<file path="src/rtl/reg_cmd_pkg.sv">
// Shared types and constants for the register command master.
//   cmd_t      : one queued command {wr, addr, wdata}
//   state_t    : issue FSM states
//   CMD_ADDR_W : address width carried in cmd_t
//   CMD_DATA_W : data width carried in cmd_t
package reg_cmd_pkg;

    localparam int CMD_ADDR_W = 8;
    localparam int CMD_DATA_W = 16;

    typedef struct packed {
        logic                  wr;
        logic [CMD_ADDR_W-1:0] addr;
        logic [CMD_DATA_W-1:0] wdata;
    } cmd_t;

    localparam int CMD_W = $bits(cmd_t);

    typedef enum logic {
        IDLE    = 1'b0,
        RD_WAIT = 1'b1
    } state_t;

    // Counter width able to hold the value 'limit' itself.
    function automatic int cnt_width(input int limit);
        return $clog2(limit + 1);
    endfunction

endpackage

</file>
<file path="src/rtl/cmd_fifo.sv">
// Command FIFO with registered storage and a combinational head view.
//   clk, rstn : clock, synchronous active-low reset (pointers only)
//   i_push    : write i_data (ignored while full)
//   i_data    : command to enqueue
//   i_pop     : drop the head entry (ignored while empty)
//   o_head    : current head entry
//   o_full    : no free entry
//   o_empty   : no stored entry
module cmd_fifo
    import reg_cmd_pkg::*;
#(
    parameter int DEPTH = 4
) (
    input  logic clk,
    input  logic rstn,
    input  logic i_push,
    input  cmd_t i_data,
    input  logic i_pop,
    output cmd_t o_head,
    output logic o_full,
    output logic o_empty
);

    localparam int          AW      = $clog2(DEPTH);
    localparam logic [AW:0] PTR_ONE = (AW + 1)'(1);

    cmd_t        r_mem [DEPTH];
    // Extra MSB is the wrap bit: equal pointers = empty, MSB differs = full.
    logic [AW:0] r_wr_ptr;
    logic [AW:0] r_rd_ptr;
    logic        w_push;
    logic        w_pop;

    assign o_empty = (r_wr_ptr == r_rd_ptr);
    assign o_full  = (r_wr_ptr[AW] != r_rd_ptr[AW]) &&
                     (r_wr_ptr[AW-1:0] == r_rd_ptr[AW-1:0]);
    assign w_push  = i_push & ~o_full;
    assign w_pop   = i_pop & ~o_empty;

    always_ff @(posedge clk) begin
        if (!rstn) begin
            r_wr_ptr <= '0;
            r_rd_ptr <= '0;
        end else begin
            if (w_push) r_wr_ptr <= r_wr_ptr + PTR_ONE;
            if (w_pop)  r_rd_ptr <= r_rd_ptr + PTR_ONE;
        end
    end

    // Storage is not reset; the pointers alone define which entries are live.
    always_ff @(posedge clk) begin
        if (w_push) r_mem[r_wr_ptr[AW-1:0]] <= i_data;
    end

    // Head is read combinationally so a buffered command can issue the
    // cycle after it was accepted.
    assign o_head = r_mem[r_rd_ptr[AW-1:0]];

endmodule

</file>
<file path="src/rtl/reg_cmd_master.sv">
// Command-queueing master in front of the register-control block.
//   cmd_*   : command stream in (valid/ready), buffered in cmd_fifo
//   rsp_*   : read response stream out (valid/ready), held until taken
//   reg_*   : register block port (single-cycle write, next-cycle read data
//             with reg_ready low in the cycle after a read)
//   err     : sticky flag for ready-during-read-wait or ready timeout
// ADDR_WIDTH/DATA_WIDTH must match the widths carried by cmd_t.
module reg_cmd_master
    import reg_cmd_pkg::*;
#(
    parameter int ADDR_WIDTH = CMD_ADDR_W,
    parameter int DATA_WIDTH = CMD_DATA_W,
    parameter int CMD_DEPTH  = 4,
    parameter int TIMEOUT    = 64
) (
    input  logic                  clk,
    input  logic                  rstn,
    input  logic                  cmd_valid,
    output logic                  cmd_ready,
    input  logic                  cmd_wr,
    input  logic [ADDR_WIDTH-1:0] cmd_addr,
    input  logic [DATA_WIDTH-1:0] cmd_wdata,
    output logic                  rsp_valid,
    input  logic                  rsp_ready,
    output logic [ADDR_WIDTH-1:0] rsp_addr,
    output logic [DATA_WIDTH-1:0] rsp_rdata,
    output logic                  reg_sel,
    output logic                  reg_wr,
    output logic [ADDR_WIDTH-1:0] reg_addr,
    output logic [DATA_WIDTH-1:0] reg_wdata,
    input  logic                  reg_ready,
    input  logic [DATA_WIDTH-1:0] reg_rdata,
    output logic                  err
);

    localparam int          TW       = cnt_width(TIMEOUT);
    localparam logic [TW-1:0] TMO_LAST = TW'(TIMEOUT - 1);
    localparam logic [TW-1:0] TMO_MAX  = TW'(TIMEOUT);
    localparam logic [TW-1:0] CNT_ONE  = TW'(1);

    cmd_t                  w_cmd_in;
    cmd_t                  w_head;
    logic                  w_full;
    logic                  w_empty;
    logic                  w_push;
    logic                  w_issue;
    logic                  w_rsp_free;
    logic                  w_stall;
    logic                  w_proto_err;

    state_t                r_state;
    state_t                w_state_next;
    logic [ADDR_WIDTH-1:0] r_rd_addr;
    logic                  r_rsp_valid;
    logic [ADDR_WIDTH-1:0] r_rsp_addr;
    logic [DATA_WIDTH-1:0] r_rsp_rdata;
    logic                  r_err;
    logic [TW-1:0]         r_tmo_cnt;

    // ---------------- command FIFO ----------------
    // Gating with rstn keeps cmd_ready low for the whole reset.
    assign cmd_ready = rstn & ~w_full;
    assign w_push    = cmd_valid & cmd_ready;
    assign w_cmd_in  = '{wr: cmd_wr, addr: cmd_addr, wdata: cmd_wdata};

    cmd_fifo #(
        .DEPTH (CMD_DEPTH)
    ) u_fifo (
        .clk     (clk),
        .rstn    (rstn),
        .i_push  (w_push),
        .i_data  (w_cmd_in),
        .i_pop   (w_issue),
        .o_head  (w_head),
        .o_full  (w_full),
        .o_empty (w_empty)
    );

    // ---------------- issue decision ----------------
    // A read needs the response register free by the time its data lands,
    // which is guaranteed if it is empty now or being drained this cycle.
    assign w_rsp_free  = ~r_rsp_valid | rsp_ready;
    assign w_issue     = (r_state == IDLE) & ~w_empty & reg_ready &
                         (w_head.wr | w_rsp_free);
    assign w_proto_err = (r_state == RD_WAIT) & reg_ready;
    assign w_stall     = (r_state == IDLE) & ~w_empty & ~reg_ready;

    // ---------------- FSM: state register ----------------
    always_ff @(posedge clk) begin
        if (!rstn) r_state <= IDLE;
        else       r_state <= w_state_next;
    end

    // ---------------- FSM: next state ----------------
    always_comb begin
        w_state_next = r_state;
        case (r_state)
            IDLE:    if (w_issue && !w_head.wr) w_state_next = RD_WAIT;
            RD_WAIT: w_state_next = IDLE;
            default: w_state_next = IDLE;
        endcase
    end

    // ---------------- FSM: outputs ----------------
    always_comb begin
        reg_sel   = 1'b0;
        reg_wr    = 1'b0;
        reg_addr  = w_empty ? '0 : w_head.addr;
        reg_wdata = w_empty ? '0 : w_head.wdata;
        case (r_state)
            IDLE: begin
                reg_sel = w_issue;
                reg_wr  = w_issue & w_head.wr;
            end
            RD_WAIT: begin
                // Holding sel keeps the register block's ready recovery
                // going; if ready is already high the read is abandoned.
                reg_sel  = ~reg_ready;
                reg_addr = r_rd_addr;
            end
            default: ;
        endcase
    end

    // ---------------- read address, response, error ----------------
    always_ff @(posedge clk) begin
        if (!rstn) begin
            r_rd_addr   <= '0;
            r_rsp_valid <= 1'b0;
            r_rsp_addr  <= '0;
            r_rsp_rdata <= '0;
            r_err       <= 1'b0;
            r_tmo_cnt   <= '0;
        end else begin
            if (w_issue) r_rd_addr <= w_head.addr;

            if (r_rsp_valid && rsp_ready) r_rsp_valid <= 1'b0;
            // Capture has priority over the clear: the issue rule ensured
            // the previous response is gone by now.
            if (r_state == RD_WAIT && !reg_ready) begin
                r_rsp_valid <= 1'b1;
                r_rsp_addr  <= r_rd_addr;
                r_rsp_rdata <= reg_rdata;
            end

            // Counter saturates so a long stall cannot wrap it.
            if (w_stall) begin
                if (r_tmo_cnt != TMO_MAX) r_tmo_cnt <= r_tmo_cnt + CNT_ONE;
            end else begin
                r_tmo_cnt <= '0;
            end

            if (w_proto_err || (w_stall && r_tmo_cnt >= TMO_LAST)) r_err <= 1'b1;
        end
    end

    assign rsp_valid = r_rsp_valid;
    assign rsp_addr  = r_rsp_addr;
    assign rsp_rdata = r_rsp_rdata;
    assign err       = r_err;

endmodule

</file>
<file path="config.mk">
export PLATFORM = sky130hd
export DESIGN_NAME = reg_cmd_master
export DESIGN_NICKNAME = d
export VERILOG_FILES = /design/src/rtl/reg_cmd_pkg.sv /design/src/rtl/cmd_fifo.sv /design/src/rtl/reg_cmd_master.sv
export SDC_FILE = /design/constraint.sdc
export NUM_CORES = 1
export LEC_CHECK = 0
export ABC_AREA = 0
export CAP_MARGIN = 0
export CORE_MARGIN = 2
export CORE_UTILIZATION = 53
export DETAILED_ROUTE_END_ITERATION = 16
export PLACE_DENSITY = 0.75
export SYNTH_ARGS = -nofsm -noshare
export SYNTH_HDL_FRONTEND = slang
export SYNTH_HIERARCHICAL = 1
export SYNTH_SLANG_ARGS = --single-unit
</file>
<file path="constraint.sdc">
create_clock -name clk -period 3.3 [get_ports clk]
set_clock_uncertainty 0.05 [all_clocks]
set_input_delay 0.66 -clock clk [delete_from_list [all_inputs] [get_ports clk]]
set_output_delay 0.66 -clock clk [all_outputs]
set_load 0.01 [all_outputs]
</file>
==> metrics.yaml, run 1 <==
clock_network:
  cts_htree_levels: 4
  root_buffer: "clkbuf_16"
  cts_hold_buf: 0
  clk_latency_ns: 0.41
  cts_post_setup_buffers_inserted: 0
  tritoncts: "built"
  clk_pin_slew_ns: 0.05
  cts_buffer_depth: 2
  numCtsBuffers: 17
  clock_sinks: 150
pwr:
  intPower_mw: 3.80
  pwr-share-seq_pct: 42.6
  leakage_nw: 2.63
  power_switching_mw: 1.25
  p_comb_share_pct: 22.1
  clock_power_share_pct: 35.2
  p_per_area_mw_per_mm2: 640
  swShare_pct: 24.7
  peakVddDrop_uv: 453
sta:
  tns_ns: 0
  slew_violations: 0
  tightest_slew_ns: 0.671
  max_freq_mhz: 316
  period_share_pct: 95.9
  period_needed_ns: 3.17
  finalHoldViolCount: 0
  slew_headroom_pct: 55.2
  rsz0062_at_grt: "no"
  whs_ns: 0.402
  finalSetupViolations: 0
final_layout:
  final_cell_mix: "100 x edfxtp_1, 98 x clkdlybuf4s50_1, 77 x nand2_1, 47 x dfxtp_1, 29 x a21oi_1"
  area_growth_pct: 29.0
  utilization_pct: 69.6
  n_antenna_cell: 0
  finalNetCount: 606
  final_common_cell: "edfxtp_1"
  layoutNonFillerInstCount: 709
  drive_gt1_share_pct: 14.3
floorplanning:
  initial_core_util_pct: 54.0
  rows: 39
  dieArea_mm2: 0.0124
  die_x_um: 111
  pin_count: 99
  die_y_um: 111
  core-area_mm2: 0.0113
global_routing:
  grt_overflow: 0
  grt_antenna_before_repair: 0
  grt.total_usage_pct: 21.0
  grt_max_degree: 27
  grt_pass1_vias: 4039
  grt_pass1_wl_um: 20100
outcome:
  status: "complete, no violations"
critical_path:
  endpoint_kind: "primary output"
  required_ns: 2.59
  slowest_stage: "dfxtp_1"
  crit_fanout: 10
  slowest_delay_ns: 0.54
  crit_buf_inv: 2
  r2r-start: "u_fifo/r_wr_ptr[2]"
  startpoint_type: "flip-flop"
  reg2regPathDepth: 8
  crit_chain: "xor2_4 > nor3_4 > buf_4 > nand2b_1 > o21ai_0 > clkdlybuf4s50_1"
  critPathTopFamily: "buffers and inverters"
  arrival_ns: 2.46
  critPathKind: "reg -> out"
  rrSetupSlack_ns: 0.70
  timing.rr.end: "u_fifo/r_mem[2][18]"
detailed_routing:
  drt_drc_violations_left: 0
  via_count: 3870
  drt_iter0_markers: 223
  dr.pass1.iters: 5
  wl_um: 12300
  drtAntennaViolNets: 0
  wl_per_cell_um: 17.4
  avgViaCountPerCell: 5.46
synth:
  yosys.area.top_type: "edfxtp_1"
  synthArstFlopShare_pct: 0
  synth.top_cells.by_area: "edfxtp_1 49%, dfxtp_1 16%, mux4_2 9.2%, nand2_1 4.7%, a21oi_1 2.4%"
  synth_top_flop_cell: "edfxtp_1"
  syn_avg_cell_area_um2: 13.9
  netlist.area_leader.share_pct: 49.1
  synth.net_count: 494
  ys_warn_count: 6
  ys_ff_latch: 150
  netlist_area_mm2: 0.00611
  syn-instance-count: 441
  ys_types: 47
  yosysSeqAreaShare_pct: 65.5
  synth_edf_count: 100
flow_run:
  drv_cap: 0
min_path:
  min_from: "rsp_addr[6]"
  min_to: "rsp_addr[6]"
  whs_path_depth: 2
  min_path_type: "reg -> reg"
place:
  port_buffers: 98
  dp_cells: 677
  dp_hpwl_um: 8220
  gp_congestion: 0.851
how the worst max path moves through the flow:
stage	start	to	slack [ns]	depth (start not counted)
5_1_grt	u_fifo/r_rd_ptr[1]	reg_addr[3]	0.002	6
4_1_cts	u_fifo/r_wr_ptr[0]	reg_addr[5]	0.01	6
3_5_place_dp	reg_ready	reg_sel	0.29	5
6_report	u_fifo/r_rd_ptr[1]	reg_addr[5]	0.13	6
2_1_floorplan	rstn	u_fifo/r_mem[3][0]	0.18	6
3_3_place_gp	reg_ready	reg_sel	0.33	5
sequential cells by signal (all words and copies together) (netlist names), named ones only:
| name | cells |
|---|---|
| r_tmo_cnt | 7 |
| rsp_rdata | 16 |
| u_fifo/r_mem | 100 |
| err | 1 |
| rsp_addr | 8 |
| r_state | 1 |
| rsp_valid | 1 |
| u_fifo/r_rd_ptr | 3 |
| u_fifo/r_wr_ptr | 3 |
| r_rd_addr | 8 |
cell families after synthesis:
group                    count (synthesis)  share of synthesized area, %
flip-flops                             150                          65.5
AND/OR/NAND/NOR                        148                          12.2
AO/OA/AOI/OAI                           62                          6.10
adder cells (fa/ha/maj)                  7                          1.43
multiplexers                            34                          10.7
XOR/XNOR                                 9                          1.29
buffers and inverters                   31                          2.72
synthesized netlist by cell type, types with 2 or more instances:
cell        n
and2_1      6
nand4_1     3
a31oi_1     2
mux4_2     25
buf_2       6
edfxtp_1  100
xor2_1      5
buf_4       4
a21oi_1    29
nand3_1     8
ha_1        7
mux2i_1     9
a41oi_1     2
o21ai_2     2
buf_6       3
nand3b_1    4
xnor2_1     4
nor2b_1    18
clkbuf_1    6
a211o_1     5
o211ai_1    2
nor3_1      4
dfxtp_1    50
inv_1       7
nand2b_1   13
nand2_1    77
and3_1      2
buf_1       2
nor2_1      6
o21ai_0    13
power by group through the flow:
stage	Sequential, mW	Clock, mW	Combinational (mW)
finish	2.15	1.78	1.12
floorplan	2.16	0	0.634
detailed placement	2.18	0	1.11
global route	2.16	1.90	1.20
CTS	2.14	1.82	1.13
global placement	2.17	0	1.09
repair_timing:
| item | in CTS | in global routing |
|---|---|---|
| endpoints found under the setup margin | 7 | 6 |
| resized for setup | 4 | 4 |
| pin swaps | 0 | 0 |
per-stage QoR:
step	setup slack, ns	power, mW	cell area (um2)
floorplan	0.183	2.80	6110
global placement	0.334	3.26	7280
detailed placement	0.286	3.29	7280
CTS	0.0150	5.09	7860
global route	0.00196	5.27	7880
finish	0.135	5.05	7880
per-layer routing:
layer	up-vias	global-route usage [%]	wire length [um]
met5	-	0	0
met4	0	8.40	224
met3	20	6.31	698
met2	121	35.4	6190
met1	1881	25.5	5190
li1	1848	-	-
worst register-to-register path: cells and delay by family (launching register included):
family | cells | cell delay (ns)
and+or+nand+nor | 4 | 0.70
xor gates and xnor gates | 1 | 0.47
buffers and inverters | 2 | 0.43
DFF | 1 | 0.38
AOI/OAI and AO/OA | 1 | 0.22
final cells by class:
class	count	area, um2
clock buffer	29	510
clock inverter	3	40.0
fill	808	3440
inverter	8	30.0
multi-input combinational	260	2000
sequential	150	4010
tap	143	179
timing repair buffer	116	1120
Power figures use the tool's default switching activity.
==> inputs of run 2 (changes only) <==
--- a/constraint.sdc
+++ b/constraint.sdc
@@ -3,3 +3,3 @@
 set_input_delay 0.66 -clock clk [delete_from_list [all_inputs] [get_ports clk]]
 set_output_delay 0.66 -clock clk [all_outputs]
-set_load 0.01 [all_outputs]
+set_load 0.005 [all_outputs]
==> run 2 against run 1 <==
  * Hold slack about the same
  * Maximum frequency rose by 0.82%
  * Sequential share of layout area rose by 0.056 points
  * Wire length shrank 2.4%
==> metrics.yaml, run 2 (synthesized netlist as in run 1, its figures left out) <==
outcome:
  status: "complete, no violations"  # unchanged
floorplanning:
  initial_core_util_pct: 54.0  # unchanged
  pin_count: 99  # unchanged
  core-area_mm2: 0.0113  # unchanged
  die_x_um: 111  # unchanged
  die_y_um: 111  # unchanged
  dieArea_mm2: 0.0124  # unchanged
  rows: 39  # unchanged
critical_path:
  arrival_ns: 2.43  # was 2.46 ns
  rrSetupSlack_ns: 0.66  # was 0.70 ns
  timing.rr.end: "u_fifo/r_mem[1][22]"  # was u_fifo/r_mem[2][18]
  reg2regPathDepth: 8  # unchanged
  required_ns: 2.59  # about the same
  startpoint_type: "flip-flop"  # unchanged
  critPathKind: "reg -> out"  # unchanged
  r2r-start: "u_fifo/r_wr_ptr[2]"  # unchanged
  crit_fanout: 12  # was 10
  endpoint_kind: "primary output"  # unchanged
clock_network:
  cts_post_setup_buffers_inserted: 0  # unchanged
  clk_latency_ns: 0.41  # about the same
  root_buffer: "clkbuf_16"  # unchanged
  cts_buffer_depth: 2  # unchanged
  clock_sinks: 150  # unchanged
  tritoncts: "built"  # unchanged
  numCtsBuffers: 17  # unchanged
  clk_pin_slew_ns: 0.05  # about the same
  cts_hold_buf: 0  # unchanged
  cts_htree_levels: 4  # unchanged
sta:
  period_needed_ns: 3.14  # was 3.17 ns
  period_share_pct: 95.1  # was 95.9%
  finalSetupViolations: 0  # unchanged
  tightest_slew_ns: 0.661  # was 0.671 ns
  slew_violations: 0  # unchanged
  layout_setup_ws_ns: 0.160  # was 0.135 ns
  slew_headroom_pct: 55.9  # was 55.2%
  tns_ns: 0  # unchanged
  max_freq_mhz: 318  # was 316 MHz
  finalHoldViolCount: 0  # unchanged
detailed_routing:
  drt_drc_violations_left: 0  # unchanged
  via_count: 3845  # was 3870
  drt_iter0_markers: 220  # was 223
  wl_per_cell_um: 17.0  # was 17.4 um
  wl_um: 12000  # was 12300 um
  drtAntennaViolNets: 0  # unchanged
  avgViaCountPerCell: 5.45  # was 5.46
  dr.pass1.iters: 4  # was 5
final_layout:
  finalNetCount: 604  # was 606
  final_common_cell: "edfxtp_1"  # unchanged
  drive_gt1_share_pct: 14.6  # was 14.3%
  final_cell_mix: "100 x edfxtp_1, 98 x clkdlybuf4s50_1, 77 x nand2_1, 46 x dfxtp_1, 29 x a21oi_1"  # was 100 x edfxtp_1, 98 x clkdlybuf4s50_1, 77 x nand2_1, 47 x dfxtp_1, 29 x a21oi_1
  n_antenna_cell: 0  # unchanged
  area_growth_pct: 29.0  # about the same
  largest_reg_flops: 100  # unchanged
place:
  dp_hpwl_um: 7830  # was 8220 um
  place_ws_ns: 0.281  # was 0.286 ns
  port_buffers: 98  # unchanged
  gp_congestion: 0.850  # was 0.851
min_path:
  whs_path_depth: 2  # unchanged
  min_path_type: "reg -> reg"  # unchanged
  min_from: "rsp_rdata[8]"  # was rsp_addr[6]
  min_to: "rsp_rdata[8]"  # was rsp_addr[6]
pwr:
  leakage_nw: 2.62  # was 2.63 nW
  p_per_area_mw_per_mm2: 644  # was 640 mW/mm2
  peakVddDrop_uv: 418  # was 453 uV
  finalPower_mw: 5.07  # was 5.05 mW
global_routing:
  grt_max_degree: 27  # unchanged
  grt_overflow: 0  # unchanged
  top_usage_layer: "met2"  # unchanged
  use_met1_pct: 24.9  # was 25.5%
  grt_pass1_wl_um: 19300  # was 20100 um
  use_met2_pct: 33.8  # was 35.4%
  grt_pass1_vias: 3908  # was 4039
  grt.total_usage_pct: 19.9  # was 21.0%
  use_met3_pct: 5.50  # was 6.31%
  grt_antenna_before_repair: 0  # unchanged
flow_run:
  drv_cap: 0  # unchanged
-- run 2: cell count changes in the layout (fill, tap and decap cells not counted), sizes merged --
cell	previous run	this run
clkinvlp	0	3
clkinv	3	5
buf	18	16
bufinv	1	3
clkbuf	29	21
-- run 2: area by class of cell --
class                   instances  area [um2]
clock inverters                10         131
inverters                       8        30.0
flip-flops and latches        150        4010
repair buffers                114        1100
multi-input cells             260        1990
fillers                       782        3440
clock buffers                  21         440
well taps                     143         179
-- run 2: where the power goes --
part | internal, mW | switching (mW) | leakage (nW)
logic | 0.587 | 0.454 | 1.03
registers | 2.09 | 0.0813 | 1.31
clock network | 1.18 | 0.681 | 0.270
-- run 2: metrics by stage --
| step | util (%) | cells | instance area, um2 | hold slack [ns] |
|---|---|---|---|---|
| after floorplan | - | 441 | 6110 | 0.395 |
| after CTS | 69.3 | 706 | 7840 | 0.404 |
| after detailed placement | 64.2 | 675 | 7260 | 0.396 |
| final | 69.6 | 706 | 7880 | 0.401 |
| after global placement | 64.2 | 675 | 7260 | 0.391 |
| after global routing | 69.6 | 706 | 7880 | 0.422 |
-- run 2: per-layer routing --
layer  wire, um  part of all wire (%)
met2       5960                    50
met4        151                   1.3
met1       5210                    43
met5          0                     0
met3        692                   5.8
-- run 2: how the worst max path moves through the flow --
stage,cells past startpoint,slack [ns],end,from
after CTS,6,0.02,reg_addr[5],u_fifo/r_wr_ptr[1]
after global routing,6,-0.01,reg_addr[3],u_fifo/r_rd_ptr[1]
final,6,0.16,reg_addr[5],u_fifo/r_rd_ptr[1]
after floorplan,6,0.26,u_fifo/r_mem[3][0],rstn
after detailed placement,5,0.28,reg_sel,reg_ready
after global placement,5,0.37,reg_sel,reg_ready
-- run 2: worst max-delay path: stages (launching register included) --
cell             delay (ns)
dfxtp_1                0.49
xor2_2                 0.34
nor3_4                 0.12
buf_4                  0.20
nand2b_1               0.14
o21ai_0                0.19
clkdlybuf4s50_1        0.54
-- run 2: repair_timing --
action	in CTS	in global routing
endpoints found under the setup margin	5	9
endpoints found under the hold margin	0	0
pin swaps	0	0
gates resized for setup	1	8
==> inputs of run 3 (changes only) <==
- CAP_MARGIN: 0 -> 20
==> results of run 3 <==
Final layout, timing and power as in run 2 (identical DEF).
